===== config.mk =====
export PLATFORM = sky130hd
export DESIGN_NAME = program_loader
export DESIGN_NICKNAME = d
export VERILOG_FILES = /design/src/rtl/program_loader_pkg.sv /design/src/rtl/loader_timeout_counter.sv /design/src/rtl/program_loader.sv
export SDC_FILE = /design/constraint.sdc
export NUM_CORES = 1
export LEC_CHECK = 0
export BUFFER_PORTS_ARGS = -buffer_cell sky130_fd_sc_hd__buf_2
export CORE_MARGIN = 1
export CORE_UTILIZATION = 45
export DETAILED_ROUTE_END_ITERATION = 10
export GPL_ROUTABILITY_DRIVEN = 0
export PLACE_DENSITY = 0.78
export SLEW_MARGIN = 0
export SYNTH_ARGS = -nofsm -noshare
export SYNTH_HDL_FRONTEND = slang
export SYNTH_SLANG_ARGS = --single-unit

===== constraint.sdc =====
create_clock -name i_clock -period 1.6 [get_ports i_clock]
set_clock_uncertainty 0.05 [all_clocks]
set_input_delay 0.24 -clock i_clock [delete_from_list [all_inputs] [get_ports i_clock]]
set_output_delay 0.24 -clock i_clock [all_outputs]
set_load 0.01 [all_outputs]

===== src/rtl/program_loader_pkg.sv =====
// Shared definitions for the program loader: halt word, FSM states, error codes.
package program_loader_pkg;

    localparam logic [31:0] HALT_WORD = 32'hFFFF_FFFF;

    typedef enum logic [2:0] {
        ST_IDLE  = 3'd0,
        ST_CLEAR = 3'd1,
        ST_LOAD  = 3'd2,
        ST_DONE  = 3'd3,
        ST_ERROR = 3'd4
    } state_t;

    typedef enum logic [1:0] {
        ERR_NONE     = 2'b00,
        ERR_OVERFLOW = 2'b01,
        ERR_TIMEOUT  = 2'b10
    } err_t;

    // A load ends only when a whole, word-aligned halt word has been assembled.
    function automatic logic halt_boundary(input logic [1:0] new_count_lsbs,
                                           input logic [31:0] assembled);
        return (new_count_lsbs == 2'b00) && (assembled == HALT_WORD);
    endfunction

endpackage


===== src/rtl/loader_timeout_counter.sv =====
// Idle-cycle counter for the loader; expires after TIMEOUT_CYCLES cycles with no byte.
// Present only when LOADER_TIMEOUT_EN is defined, matching its sole instantiation.
`ifdef LOADER_TIMEOUT_EN
module loader_timeout_counter #(
    parameter int TIMEOUT_CYCLES = 1024
) (
    input  logic i_clock,
    input  logic i_reset,
    input  logic i_clear,
    input  logic i_enable,
    output logic o_expired
);

    localparam int NB_TIMER = $clog2(TIMEOUT_CYCLES) + 1;

    logic [NB_TIMER-1:0] idle_count;

    always_ff @(posedge i_clock) begin
        if (i_reset || i_clear) begin
            idle_count <= '0;
        end else if (i_enable && !o_expired) begin
            idle_count <= idle_count + NB_TIMER'(1);
        end
    end

    // Flags the cycle that would be the TIMEOUT_CYCLES-th idle one, so the FSM leaves on that edge.
    assign o_expired = i_enable && (idle_count == NB_TIMER'(TIMEOUT_CYCLES - 1));

endmodule
`endif


===== src/rtl/program_loader.sv =====
// Loads a program byte stream into instruction memory until a word-aligned halt word; optional idle timeout under LOADER_TIMEOUT_EN.
// Each accepted byte appears as a write strobe one cycle later; no backpressure, bytes arriving outside LOAD are dropped.
module program_loader
    import program_loader_pkg::*;
#(
    parameter int NB_BYTE          = 8,
    parameter int NB_DATA          = 32,
    parameter int N_INSTRUCTIONS   = 32,
    parameter int N_BYTE_REGISTERS = N_INSTRUCTIONS * 4,
    parameter int NB_COUNT         = $clog2(N_BYTE_REGISTERS) + 1,
    parameter int TIMEOUT_CYCLES   = 1024
) (
    input  logic                i_clock,
    input  logic                i_reset,
    input  logic                i_start,
    input  logic [NB_BYTE-1:0]  i_rx_data,
    input  logic                i_rx_valid,
    output logic                o_mem_reset,
    output logic [NB_BYTE-1:0]  o_mem_write_data,
    output logic                o_mem_write_enable,
    output logic                o_busy,
    output logic                o_load_done,
    output logic                o_error,
    output logic [1:0]          o_error_code,
    output logic [NB_COUNT-1:0] o_byte_count
);

    localparam logic [NB_COUNT-1:0] COUNT_MAX = NB_COUNT'(N_BYTE_REGISTERS);

    state_t              state;
    logic [NB_DATA-1:0]  word;
    logic [NB_DATA-1:0]  word_next;
    logic [NB_COUNT-1:0] count_next;
    logic                timed_out;

    assign word_next  = {word[NB_DATA-NB_BYTE-1:0], i_rx_data};
    assign count_next = o_byte_count + NB_COUNT'(1);

`ifdef LOADER_TIMEOUT_EN
    logic timer_clear;
    logic timer_enable;

    // Leaving LOAD keeps the counter cleared, so every entry into LOAD starts from zero.
    assign timer_clear  = (state != ST_LOAD) || i_rx_valid;
    assign timer_enable = (state == ST_LOAD);

    loader_timeout_counter #(
        .TIMEOUT_CYCLES(TIMEOUT_CYCLES)
    ) u_timeout (
        .i_clock  (i_clock),
        .i_reset  (i_reset),
        .i_clear  (timer_clear),
        .i_enable (timer_enable),
        .o_expired(timed_out)
    );
`else
    logic unused_timeout;

    assign unused_timeout = ^TIMEOUT_CYCLES;
    assign timed_out      = 1'b0;
`endif

    always_ff @(posedge i_clock) begin
        if (i_reset) begin
            state              <= ST_IDLE;
            word               <= '0;
            o_mem_reset        <= 1'b0;
            o_mem_write_data   <= '0;
            o_mem_write_enable <= 1'b0;
            o_busy             <= 1'b0;
            o_load_done        <= 1'b0;
            o_error            <= 1'b0;
            o_error_code       <= ERR_NONE;
            o_byte_count       <= '0;
        end else begin
            o_mem_reset        <= 1'b0;
            o_mem_write_enable <= 1'b0;
            case (state)
                ST_IDLE, ST_DONE, ST_ERROR: begin
                    if (i_start) begin
                        state        <= ST_CLEAR;
                        o_mem_reset  <= 1'b1;
                        o_busy       <= 1'b1;
                        o_load_done  <= 1'b0;
                        o_error      <= 1'b0;
                        o_error_code <= ERR_NONE;
                        o_byte_count <= '0;
                        word         <= '0;
                    end
                end
                ST_CLEAR: begin
                    state <= ST_LOAD;
                end
                ST_LOAD: begin
                    if (i_rx_valid) begin
                        if (o_byte_count == COUNT_MAX) begin
                            state        <= ST_ERROR;
                            o_busy       <= 1'b0;
                            o_error      <= 1'b1;
                            o_error_code <= ERR_OVERFLOW;
                        end else begin
                            o_mem_write_enable <= 1'b1;
                            o_mem_write_data   <= i_rx_data;
                            o_byte_count       <= count_next;
                            word               <= word_next;
                            // The halt byte is still written; DONE shows alongside its strobe.
                            if (halt_boundary(count_next[1:0], word_next)) begin
                                state       <= ST_DONE;
                                o_busy      <= 1'b0;
                                o_load_done <= 1'b1;
                            end
                        end
                    end else if (timed_out) begin
                        state        <= ST_ERROR;
                        o_busy       <= 1'b0;
                        o_error      <= 1'b1;
                        o_error_code <= ERR_TIMEOUT;
                    end
                end
                default: begin
                    state <= ST_IDLE;
                end
            endcase
        end
    end

endmodule


==> results.cfg <==
[floorplanning]
row_count = 24
die_height_um = 71.1
die_w_um = 71.1
ios = 35
dieArea_mm2 = 0.00505
start_util_pct = 48.0
core_mm2 = 0.00447

[timing]
setup_ws_ns = -0.133
finalSetupViolations = 37
fin_tns_setup_ns = -3.40
whs_ns = 0.156
slew_violations = 0
max_freq_ghz = 0.577
finalCriticalPeriod_ns = 1.73
period_share_pct = 108
hold_viol_final = 0
rsz0062_at_grt = yes

[worst_setup_path]
critical_path_class = register to register
cp_max_fo = 6
slowest_stage = or4b_4
crit_buf_inv = 2
startpoint_type = register
endpoint_kind = register
worst_path_largest_cell_delay_ns = 0.52
cp.required_ns = 1.79
path_cells = inv_4 > ha_4 > or4b_4 > o211ai_4 > buf_6 > nand2_1 > a21oi_2
path_delay_family = simple AND/OR/NAND/NOR gates
critPathArrivalTime_ns = 1.93

[power_and_ir_drop]
powerDensity_mw_per_mm2 = 848
p_comb_share_pct = 19.2
internal-power_mw = 1.74
p_seq_share_pct = 51.6
sw_frac_of_total_pct = 28.9
vdd_drop_max_v = 0.000609
p_sw_mw = 0.706
power_leakage_nw = 1.07
p_clk_share_pct = 29.1

[synth]
yosys_warnings = 0
ys_seq_elements = 48
synth.largest_area_cell = dfxtp_1
synth.cell_area_mm2 = 0.00215
synth-seq-area-share_pct = 44.8
synth_cell_type_count = 50
ys.flop_type = dfxtp_1
yosys-top-cells-area = dfxtp_1, a21oi_1, o21ai_0
synth_cells = 250
synth_nets = 264
avgSynthCellArea_um2 = 8.59
synth-edff-count = 0
synthDominantCellAreaShare_pct = 44.8
async_flop_share_pct = 0

[route]
drc_errors = 5
viasPerCell = 5.87
first_iter_violations = 192
vias = 2126
drtPass1Iterations = 8
drt-total-wl_um = 5670
wl_per_cell_um = 15.7
antenna_left = 0

[placement]
dp.cells = 349
numPortBuffers = 33
preCtsSetupSlack_ns = -0.156
place_area_mm2 = 0.00255
dp_hpwl_um = 3540

[status]
violations = DRC, setup timing
status = finished, violations left

[grt]
overflow = 0
antenna_found_initial = 0
grt_pass1_wl_um = 9290
grt_use_total_pct = 23.5
grt_max_degree = 26
grt_pass1_vias = 1957

[layout]
layout-drive-gt1-share_pct = 43.2
layout_common_cells = dfxtp_1, buf_2, a21oi_1, buf_4, o21ai_0
nets = 324
diodes = 0
fill_cells = 364
fin_cells = 362
syn_to_final_growth_pct = 34.2
final_common_cell = dfxtp_1
fin_area_mm2 = 0.00288

[clock_network]
holdBufCountCts = 0
ctsRootBufferMaster = clkbuf_8
clk_latency_ns = 0.31
clk_pin_slew_ns = 0.09
numCtsBuffers = 5
cts.sinks = 48
cts_buffer_depth = 2
htreeDepth = 2
cts_tree = built

[run]
cap_violations = 0

[hold_path]
holdCritPathClass = primary input to register
-- stage by stage --
stage	power, mW	util, %
2_1_floorplan	1.52	-
4_1_cts	2.42	62.8
6_report	2.44	64.4
5_1_grt	2.55	64.4
3_5_place_dp	1.67	57.0
3_3_place_gp	1.67	57.0
-- sequential cells by signal (all words and copies together) (netlist names), 3 cells and up --
name and cells:
word 24, state 3, o_mem_write_data 8, o_byte_count 8
-- timing repair --
item | 4_1_cts | 5_1_grt
pin swaps | 25 | 8
endpoints found under the hold margin | 0 | 0
resized for setup | 32 | 23
gates cloned | 3 | 0
endpoints found under the setup margin | 46 | 46
buffers inserted | 3 | 0
-- final timing paths --
path                                           from             endpoint  slack, ns  cells after the start
worst max-delay path                o_byte_count[0]  o_mem_write_data[0]      -0.13                      7
worst min-delay path                   i_rx_data[6]              word[6]       0.16                      3
worst max register to register      o_byte_count[0]  o_mem_write_data[0]      -0.13                      7
worst min register to register  o_mem_write_data[6]  o_mem_write_data[6]       0.41                      2
-- cell usage after synthesis, drive strengths merged, types with 2 or more instances --
| cell | number |
|---|---|
| a21oi | 43 |
| a31oi | 2 |
| and3b | 2 |
| buf | 10 |
| clkbuf | 8 |
| dfxtp | 48 |
| ha | 2 |
| inv | 5 |
| nand2 | 38 |
| nand2b | 2 |
| nand3 | 5 |
| nand4 | 8 |
| nor2 | 5 |
| nor3 | 2 |
| nor3b | 3 |
| o21ai | 33 |
| o31ai | 3 |
| or3 | 6 |
-- logic make-up (layout without fill, tap and decap cells) --
logic type | count (synthesis) | in the layout | synth area share [%]
adders and majority gates | 2 | 2 | 1.17
other | 1 | 1 | 0.175
DFF | 48 | 48 | 44.8
muxes | 1 | 1 | 0.699
and+or+nand+nor | 83 | 83 | 21.3
AOI/OAI and AO/OA | 92 | 94 | 25.5
buffers and inverters | 23 | 81 | 6.47
-- worst register-to-register path: stages (launching register included) --
cell      delay [ns]
dfxtp_4         0.37
inv_4           0.06
ha_4            0.11
or4b_4          0.52
o211ai_4        0.23
buf_6           0.16
nand2_1         0.07
a21oi_2         0.11
-- layout make-up --
type	instances	area, um^2	area share (%)
clock buffer	5	68.8	2.39
clock inverter	2	11.3	0.391
timing repair buffer	69	475	16.5
multi-input combinational	181	1260	43.7
sequential	48	977	33.9
inverter	5	23.8	0.825
tap	52	65.1	2.26
-- per-layer routing --
metal | routed length [um] | GRT usage (%) | up-vias
met5 | 0 | 0 | -
met1 | 2440 | 30.1 | 1015
met4 | 74 | 8.89 | 0
li1 | - | - | 1021
met2 | 2840 | 39.7 | 77
met3 | 323 | 3.85 | 13
-- power groups by stage --
stage / registers, mW / logic [mW] / clock network (mW)
after floorplan: 1.29 / 0.230 / 0
after global placement: 1.28 / 0.381 / 0
after detailed placement: 1.28 / 0.388 / 0
after CTS: 1.26 / 0.442 / 0.718
after global routing: 1.27 / 0.502 / 0.786
final: 1.26 / 0.470 / 0.712
(Power assumes the default switching activity.)
